$ cat src/rtl/video_timing_gen.sv
// video_timing_gen: raster timing generator with built-in test patterns.
// The counter state forms stage p0. All outputs are registered once from it
// (stage p1), so hs/vs/de/data/x/y stay mutually aligned.
module video_timing_gen #(
  parameter int          H_ACTIVE    = 1920,
  parameter int          H_FP        = 88,
  parameter int          H_SYNC      = 44,
  parameter int          H_BP        = 148,
  parameter int          V_ACTIVE    = 1080,
  parameter int          V_FP        = 4,
  parameter int          V_SYNC      = 5,
  parameter int          V_BP        = 36,
  parameter logic        HS_POL      = 1'b1,
  parameter logic        VS_POL      = 1'b1,
  parameter logic [23:0] SOLID_COLOR = 24'hFF0000
) (
  input  logic        pclk,
  input  logic        rst,
  input  logic        i_en,
  input  logic [1:0]  i_pattern_sel,
  output logic        o_hs,
  output logic        o_vs,
  output logic        o_de,
  output logic [23:0] o_data,
  output logic [11:0] o_x,
  output logic [11:0] o_y,
  output logic        o_frame_start
);

  localparam int          H_TOTAL  = H_ACTIVE + H_FP + H_SYNC + H_BP;
  localparam int          V_TOTAL  = V_ACTIVE + V_FP + V_SYNC + V_BP;
  localparam logic [11:0] H_LAST   = 12'(H_TOTAL - 1);
  localparam logic [11:0] V_LAST   = 12'(V_TOTAL - 1);
  localparam logic [11:0] H_ACT    = 12'(H_ACTIVE);
  localparam logic [11:0] V_ACT    = 12'(V_ACTIVE);
  localparam logic [11:0] HS_BEG   = 12'(H_ACTIVE + H_FP);
  localparam logic [11:0] HS_END   = 12'(H_ACTIVE + H_FP + H_SYNC);
  localparam logic [11:0] VS_BEG   = 12'(V_ACTIVE + V_FP);
  localparam logic [11:0] VS_END   = 12'(V_ACTIVE + V_FP + V_SYNC);
  localparam logic [11:0] X_LAST   = 12'(H_ACTIVE - 1);
  localparam logic [11:0] Y_LAST   = 12'(V_ACTIVE - 1);
  localparam logic [11:0] BAR_LAST = 12'(H_ACTIVE / 8 - 1);

  typedef enum logic {IDLE, RUN} state_t;

  state_t      state, state_nxt;
  logic        go;
  logic        line_end, frame_end;
  logic [11:0] h_cnt_p0, v_cnt_p0;
  logic [11:0] bar_cnt_p0;
  logic [2:0]  bar_idx_p0;
  logic [1:0]  pat_q;
  logic [1:0]  pat_cur;
  logic        vld_p0, hs_p0, vs_p0;

  logic        hs_p1, vs_p1, vld_p1, fs_p1;
  logic [23:0] data_p1;
  logic [11:0] x_p1, y_p1;

  // Pixel colour for the selected pattern at active position (x, y).
  function automatic logic [23:0] pattern_pix(input logic [1:0]  sel,
                                              input logic [2:0]  bar,
                                              input logic [11:0] x,
                                              input logic [11:0] y);
    logic [23:0] pix;
    case (sel)
      2'd0: begin
        case (bar)
          3'd0:    pix = 24'hFFFFFF;
          3'd1:    pix = 24'hFFFF00;
          3'd2:    pix = 24'h00FFFF;
          3'd3:    pix = 24'h00FF00;
          3'd4:    pix = 24'hFF00FF;
          3'd5:    pix = 24'hFF0000;
          3'd6:    pix = 24'h0000FF;
          default: pix = 24'h000000;
        endcase
      end
      2'd1: pix = ((x[5:0] == 6'd0) || (y[5:0] == 6'd0) || (x == X_LAST) || (y == Y_LAST))
                  ? 24'hFFFFFF : 24'h000000;
      2'd2: pix = SOLID_COLOR;
      default: pix = {x[10:3], y[10:3], 8'h80};
    endcase
    return pix;
  endfunction

  assign line_end  = (h_cnt_p0 == H_LAST);
  assign frame_end = line_end && (v_cnt_p0 == V_LAST);
  // The first pixel of a run is produced in the same edge that latches the selection.
  assign pat_cur   = (state == IDLE) ? i_pattern_sel : pat_q;
  assign vld_p0    = (h_cnt_p0 < H_ACT) && (v_cnt_p0 < V_ACT);
  assign hs_p0     = (h_cnt_p0 >= HS_BEG) && (h_cnt_p0 < HS_END);
  assign vs_p0     = (v_cnt_p0 >= VS_BEG) && (v_cnt_p0 < VS_END);

  // Run control: enable only takes effect at frame boundaries.
  always_comb begin
    state_nxt = state;
    go        = 1'b0;
    case (state)
      IDLE: begin
        if (i_en) begin
          state_nxt = RUN;
          go        = 1'b1;
        end
      end
      RUN: begin
        go = 1'b1;
        if (frame_end && !i_en) state_nxt = IDLE;
      end
      default: state_nxt = IDLE;
    endcase
  end

  // State register and per-frame pattern latch.
  always_ff @(posedge pclk) begin
    if (rst) begin
      state <= IDLE;
      pat_q <= 2'd0;
    end else begin
      state <= state_nxt;
      if (((state == IDLE) && i_en) || ((state == RUN) && frame_end))
        pat_q <= i_pattern_sel;
    end
  end

  // Stage p0: raster counters plus the colour-bar sub-counter.
  always_ff @(posedge pclk) begin
    if (rst || !go) begin
      h_cnt_p0   <= '0;
      v_cnt_p0   <= '0;
      bar_cnt_p0 <= '0;
      bar_idx_p0 <= '0;
    end else if (line_end) begin
      h_cnt_p0   <= '0;
      v_cnt_p0   <= frame_end ? 12'd0 : v_cnt_p0 + 12'd1;
      bar_cnt_p0 <= '0;
      bar_idx_p0 <= '0;
    end else begin
      h_cnt_p0 <= h_cnt_p0 + 12'd1;
      if (bar_cnt_p0 == BAR_LAST) begin
        bar_cnt_p0 <= '0;
        bar_idx_p0 <= bar_idx_p0 + 3'd1;
      end else begin
        bar_cnt_p0 <= bar_cnt_p0 + 12'd1;
      end
    end
  end

  // Stage p1: registered outputs, forced to idle levels outside a run.
  always_ff @(posedge pclk) begin
    if (rst || !go) begin
      hs_p1   <= ~HS_POL;
      vs_p1   <= ~VS_POL;
      vld_p1  <= 1'b0;
      fs_p1   <= 1'b0;
      data_p1 <= '0;
      x_p1    <= '0;
      y_p1    <= '0;
    end else begin
      hs_p1   <= hs_p0 ? HS_POL : ~HS_POL;
      vs_p1   <= vs_p0 ? VS_POL : ~VS_POL;
      vld_p1  <= vld_p0;
      fs_p1   <= vld_p0 && (h_cnt_p0 == 12'd0) && (v_cnt_p0 == 12'd0);
      data_p1 <= vld_p0 ? pattern_pix(pat_cur, bar_idx_p0, h_cnt_p0, v_cnt_p0) : 24'h0;
      x_p1    <= vld_p0 ? h_cnt_p0 : 12'd0;
      y_p1    <= vld_p0 ? v_cnt_p0 : 12'd0;
    end
  end

  assign o_hs          = hs_p1;
  assign o_vs          = vs_p1;
  assign o_de          = vld_p1;
  assign o_data        = data_p1;
  assign o_x           = x_p1;
  assign o_y           = y_p1;
  assign o_frame_start = fs_p1;

endmodule

$ cat config.mk
export PLATFORM = sky130hd
export DESIGN_NAME = video_timing_gen
export DESIGN_NICKNAME = d
export VERILOG_FILES = /design/src/rtl/video_timing_gen.sv
export SDC_FILE = /design/constraint.sdc
export NUM_CORES = 1
export LEC_CHECK = 0
export CORE_MARGIN = 2
export CORE_UTILIZATION = 55
export CTS_CLUSTER_SIZE = 10
export DETAILED_ROUTE_END_ITERATION = 10
export DONT_BUFFER_PORTS = 1
export PLACE_DENSITY_LB_ADDON = 0.25
export SKIP_CTS_REPAIR_TIMING = 1
export SLEW_MARGIN = 20
export SYNTH_ARGS = -nofsm -noshare
export SYNTH_HDL_FRONTEND = slang
export SYNTH_SLANG_ARGS = --single-unit
$ cat constraint.sdc
create_clock -name pclk -period 3.45 [get_ports pclk]
set_clock_uncertainty 0.15 [all_clocks]
set_input_delay 0.69 -clock pclk [delete_from_list [all_inputs] [get_ports pclk]]
set_output_delay 0.69 -clock pclk [all_outputs]
set_load 0.01 [all_outputs]
==> metrics.md <==
| Metric | Value |
|---|---|
| Final Power | `1.871 mW` |
| FFs w/ async S/R, synth | `0` |
| Met2 wire length | `2850 um` |
| Initial Util | `0.5654` |
| Worst slew pin tran | `0.9497 ns` |
| Clock sink count | `88` |
| Grt ovf | `0` |
| Share of the synthesized area in the top cell type | `0.4935` |
| GP Congestion | `0.8733` |
| Die W | `84.56 um` |
| WL/cell | `14.38 um` |
| R2R setup slack | `0.70 ns` |
| Area grow syn2layout | `5.152%` |
| # IOs | `57` |
| Post-DR vias/cell | `5.519` |
| # Max-Cap Violations | `0` |
| Port bufs | `0` |
| First-pass DRT Iterations | `5` |
| NumNets Final | `393` |
| N_diodes | `0` |
| Achievable Freq | `363.7 MHz` |
| Final setup fails | `0` |
| FF-to-FF path depth | `6` |
| Final WS setup | `0.7003 ns` |
| Slew Viols, Final | `0` |
| Most common cell in the netlist | `dfxtp_1` |
| Met1 Wirelength | `3226 um` |
| Number of remaining DRC errors | `0` |
| Initial antenna violation count | `0` |
| #FFs+latches synth | `88` |
| Number of synthesized flops with an enable pin | `0` |
| Detailed Route Iter0 Violations | `105` |
| Die Span Y | `84.56 um` |
| Final Cell Area | `0.003754 mm^2` |
| Routed vias | `2,533` |
| WL met3 | `395 um` |
| Syn Area/Cell | `9.200 um^2` |
| Syn Inst Count | `388` |
| R2r endpoint | `o_data[11]` |
| DP Wirelength | `4607 um` |
| Worst Hold Class | `in2reg` |
| Maximum VDD drop | `0.3497 mV` |
| Setup_tns | `0 ns` |
| Main synth FF type | `dfxtp_1` |
| Largest net degree at the start of global routing | `21` |
| Syn. warnings | `0` |
| Gr usage total | `0.1929` |
| Reg clk slew, reported paths | `0.08 ns` |
| Largest cells by area after synthesis | `dfxtp_1 49%, nor2_1 6.6%, xor2_1 3.9%` |
| Required @ worst endpoint | `3.57 ns` |
| Fin. Hold Viols | `0` |
| WL final | `6599 um` |
| Root Driver | `clkbuf_8` |
| H-tree depth | `3` |
| Period minus WS final | `2.750 ns` |
| Post-place setup slack | `0.7512 ns` |
| Status | `complete, no violations` |
| Worst-skew pair later-pin latency | `0.35 ns` |
| Cell Area, Placed | `0.003548 mm^2` |
| Core box area | `0.006314 mm^2` |
| Yosys cell types | `47` |
| Critical Path End Type | `flop` |
| Register area share after synthesis | `0.4935` |
| Site row count | `29` |
| Crit Path Class | `reg2reg` |
| Synth area leader | `dfxtp_1` |
| Die ar. | `0.007150 mm^2` |
| Hold Path Sink | `state` |
| Worst reg2reg path startpoint | `v_cnt_p0[1]` |
| Worst rel slew slack | `0.3615` |
| Crit path max fanout | `9` |
| DR top layer | `met4` |
| Critical path startpoint category | `flop` |
| Worst Min Path Start | `rst` |
| CTS tree | `yes` |
| Detail Route Antenna Nets | `0` |
| Deepest clock path buffer count | `2` |
| TritonCTS Buffers | `9` |
| Post-Syn Area | `0.003570 mm^2` |
| Fillers | `546` |
| Pwr dens | `498.6 mW/mm^2` |
| Placed cells | `443` |
| First-pass GRT wire length | `11,150 um` |
| Synth top cells by count | `88 x dfxtp_1, 63 x nor2_1, 22 x nand2_1, 21 x and2_1, 16 x xor2_1` |
| RSZ-0062 raised after global routing | `no` |
| Share of layout cells above drive strength 1 | `0.07330` |
| Final Util | `0.5945` |
| Min Hold Slack | `0.2499 ns` |
| Hold depth | `1` |
| Vias in the first global route | `2,346` |
| Arr. time, crit path | `2.87 ns` |
| Tcrit/Tclk final | `0.7970` |
| Lkg Pwr | `1.418 nW` |
| Layout Cells excl Fill | `459` |
[routing by layer]
| metal | track usage | vias up |
|---|---|---|
| li1 | - | 1277 |
| met3 | 0.04621 | 14 |
| met4 | 0.08658 | 0 |
| met5 | 0 | - |
| met1 | 0.2633 | 1180 |
| met2 | 0.2906 | 62 |
[flip-flops by register name, summed over array words and instances (netlist names)]
signal,count
bar_idx_p0,3
o_frame_start,1
h_cnt_p0,12
o_vs,1
o_data,18
bar_cnt_p0,12
o_y,12
o_hs,1
pat_q,2
o_de,1
v_cnt_p0,12
state,1
o_x,12
[how the worst max path moves through the flow]
| stage | slack (ns) | cells after the start | to | startpoint |
|---|---|---|---|---|
| after floorplan | 1.13 | 7 | o_data[10] | v_cnt_p0[1] |
| after global placement | 0.87 | 6 | o_data[13] | v_cnt_p0[1] |
| after detailed placement | 0.75 | 6 | o_data[11] | v_cnt_p0[1] |
| after CTS | 0.71 | 6 | o_data[11] | v_cnt_p0[1] |
| after global routing | 0.47 | 6 | o_data[11] | v_cnt_p0[1] |
| final | 0.70 | 6 | o_data[11] | v_cnt_p0[1] |
[area by class of cell]
class,count,area (um^2),area share
sequential,88,1762,0.4693
multi-input combinational,262,1615,0.4303
clock buffer,10,137.6,0.03667
tap,77,96.34,0.02567
clock inverter,6,67.56,0.01800
inverter,12,45.04,0.01200
timing repair buffer,4,30.03,0.008000
[logic make-up (layout without fill, tap and decap cells)]
logic type               count (synthesis)  in the layout  synth area share
AND/OR/NAND/NOR                        187            187            0.2815
other                                    1              2          0.001051
adder cells (fa/ha/maj)                 11             11           0.03856
multiplexers                             5              5           0.01402
flip-flops                              88             88            0.4935
buffers and inverters                   39             32           0.05503
XOR/XNOR                                28             28           0.06870
AO/OA/AOI/OAI                           29             29           0.04767
[worst max-delay path: stages (launching register included)]
cell and delay [ns]:
dfxtp_1 0.48, ha_1 0.34, or4bb_1 0.49, nor4_1 0.34, nor4bb_1 0.13, or3b_1 0.52
o21ai_0 0.22
[power breakdown]
part / switching (mW) / total (mW) / internal [mW]
clock network: 0.368 / 0.725 / 0.357
logic: 0.0463 / 0.0708 / 0.0245
registers: 0.0310 / 1.08 / 1.04
total: 0.445 / 1.87 / 1.43
[cells in the final DEF, fill, tap and decap left out, types with 2 or more instances in the layout]
master / instances
nor3_1: 15
and2_1: 21
a21oi_1: 8
nor4b_1: 4
nand4_1: 10
o31ai_1: 2
nor2b_1: 3
xnor2_1: 12
conb_1: 2
xor2_1: 16
mux2i_1: 5
or3_1: 5
and4_1: 2
inv_1: 12
dfxtp_1: 88
and3_1: 8
nand3_1: 10
or4_1: 2
buf_4: 4
nand4b_1: 2
nand2_1: 22
clkbuf_8: 10
nor2_1: 63
a2111oi_0: 2
ha_1: 11
nor4_1: 7
clkinvlp_4: 2
o21ai_0: 13
(Power assumes the default switching activity.)
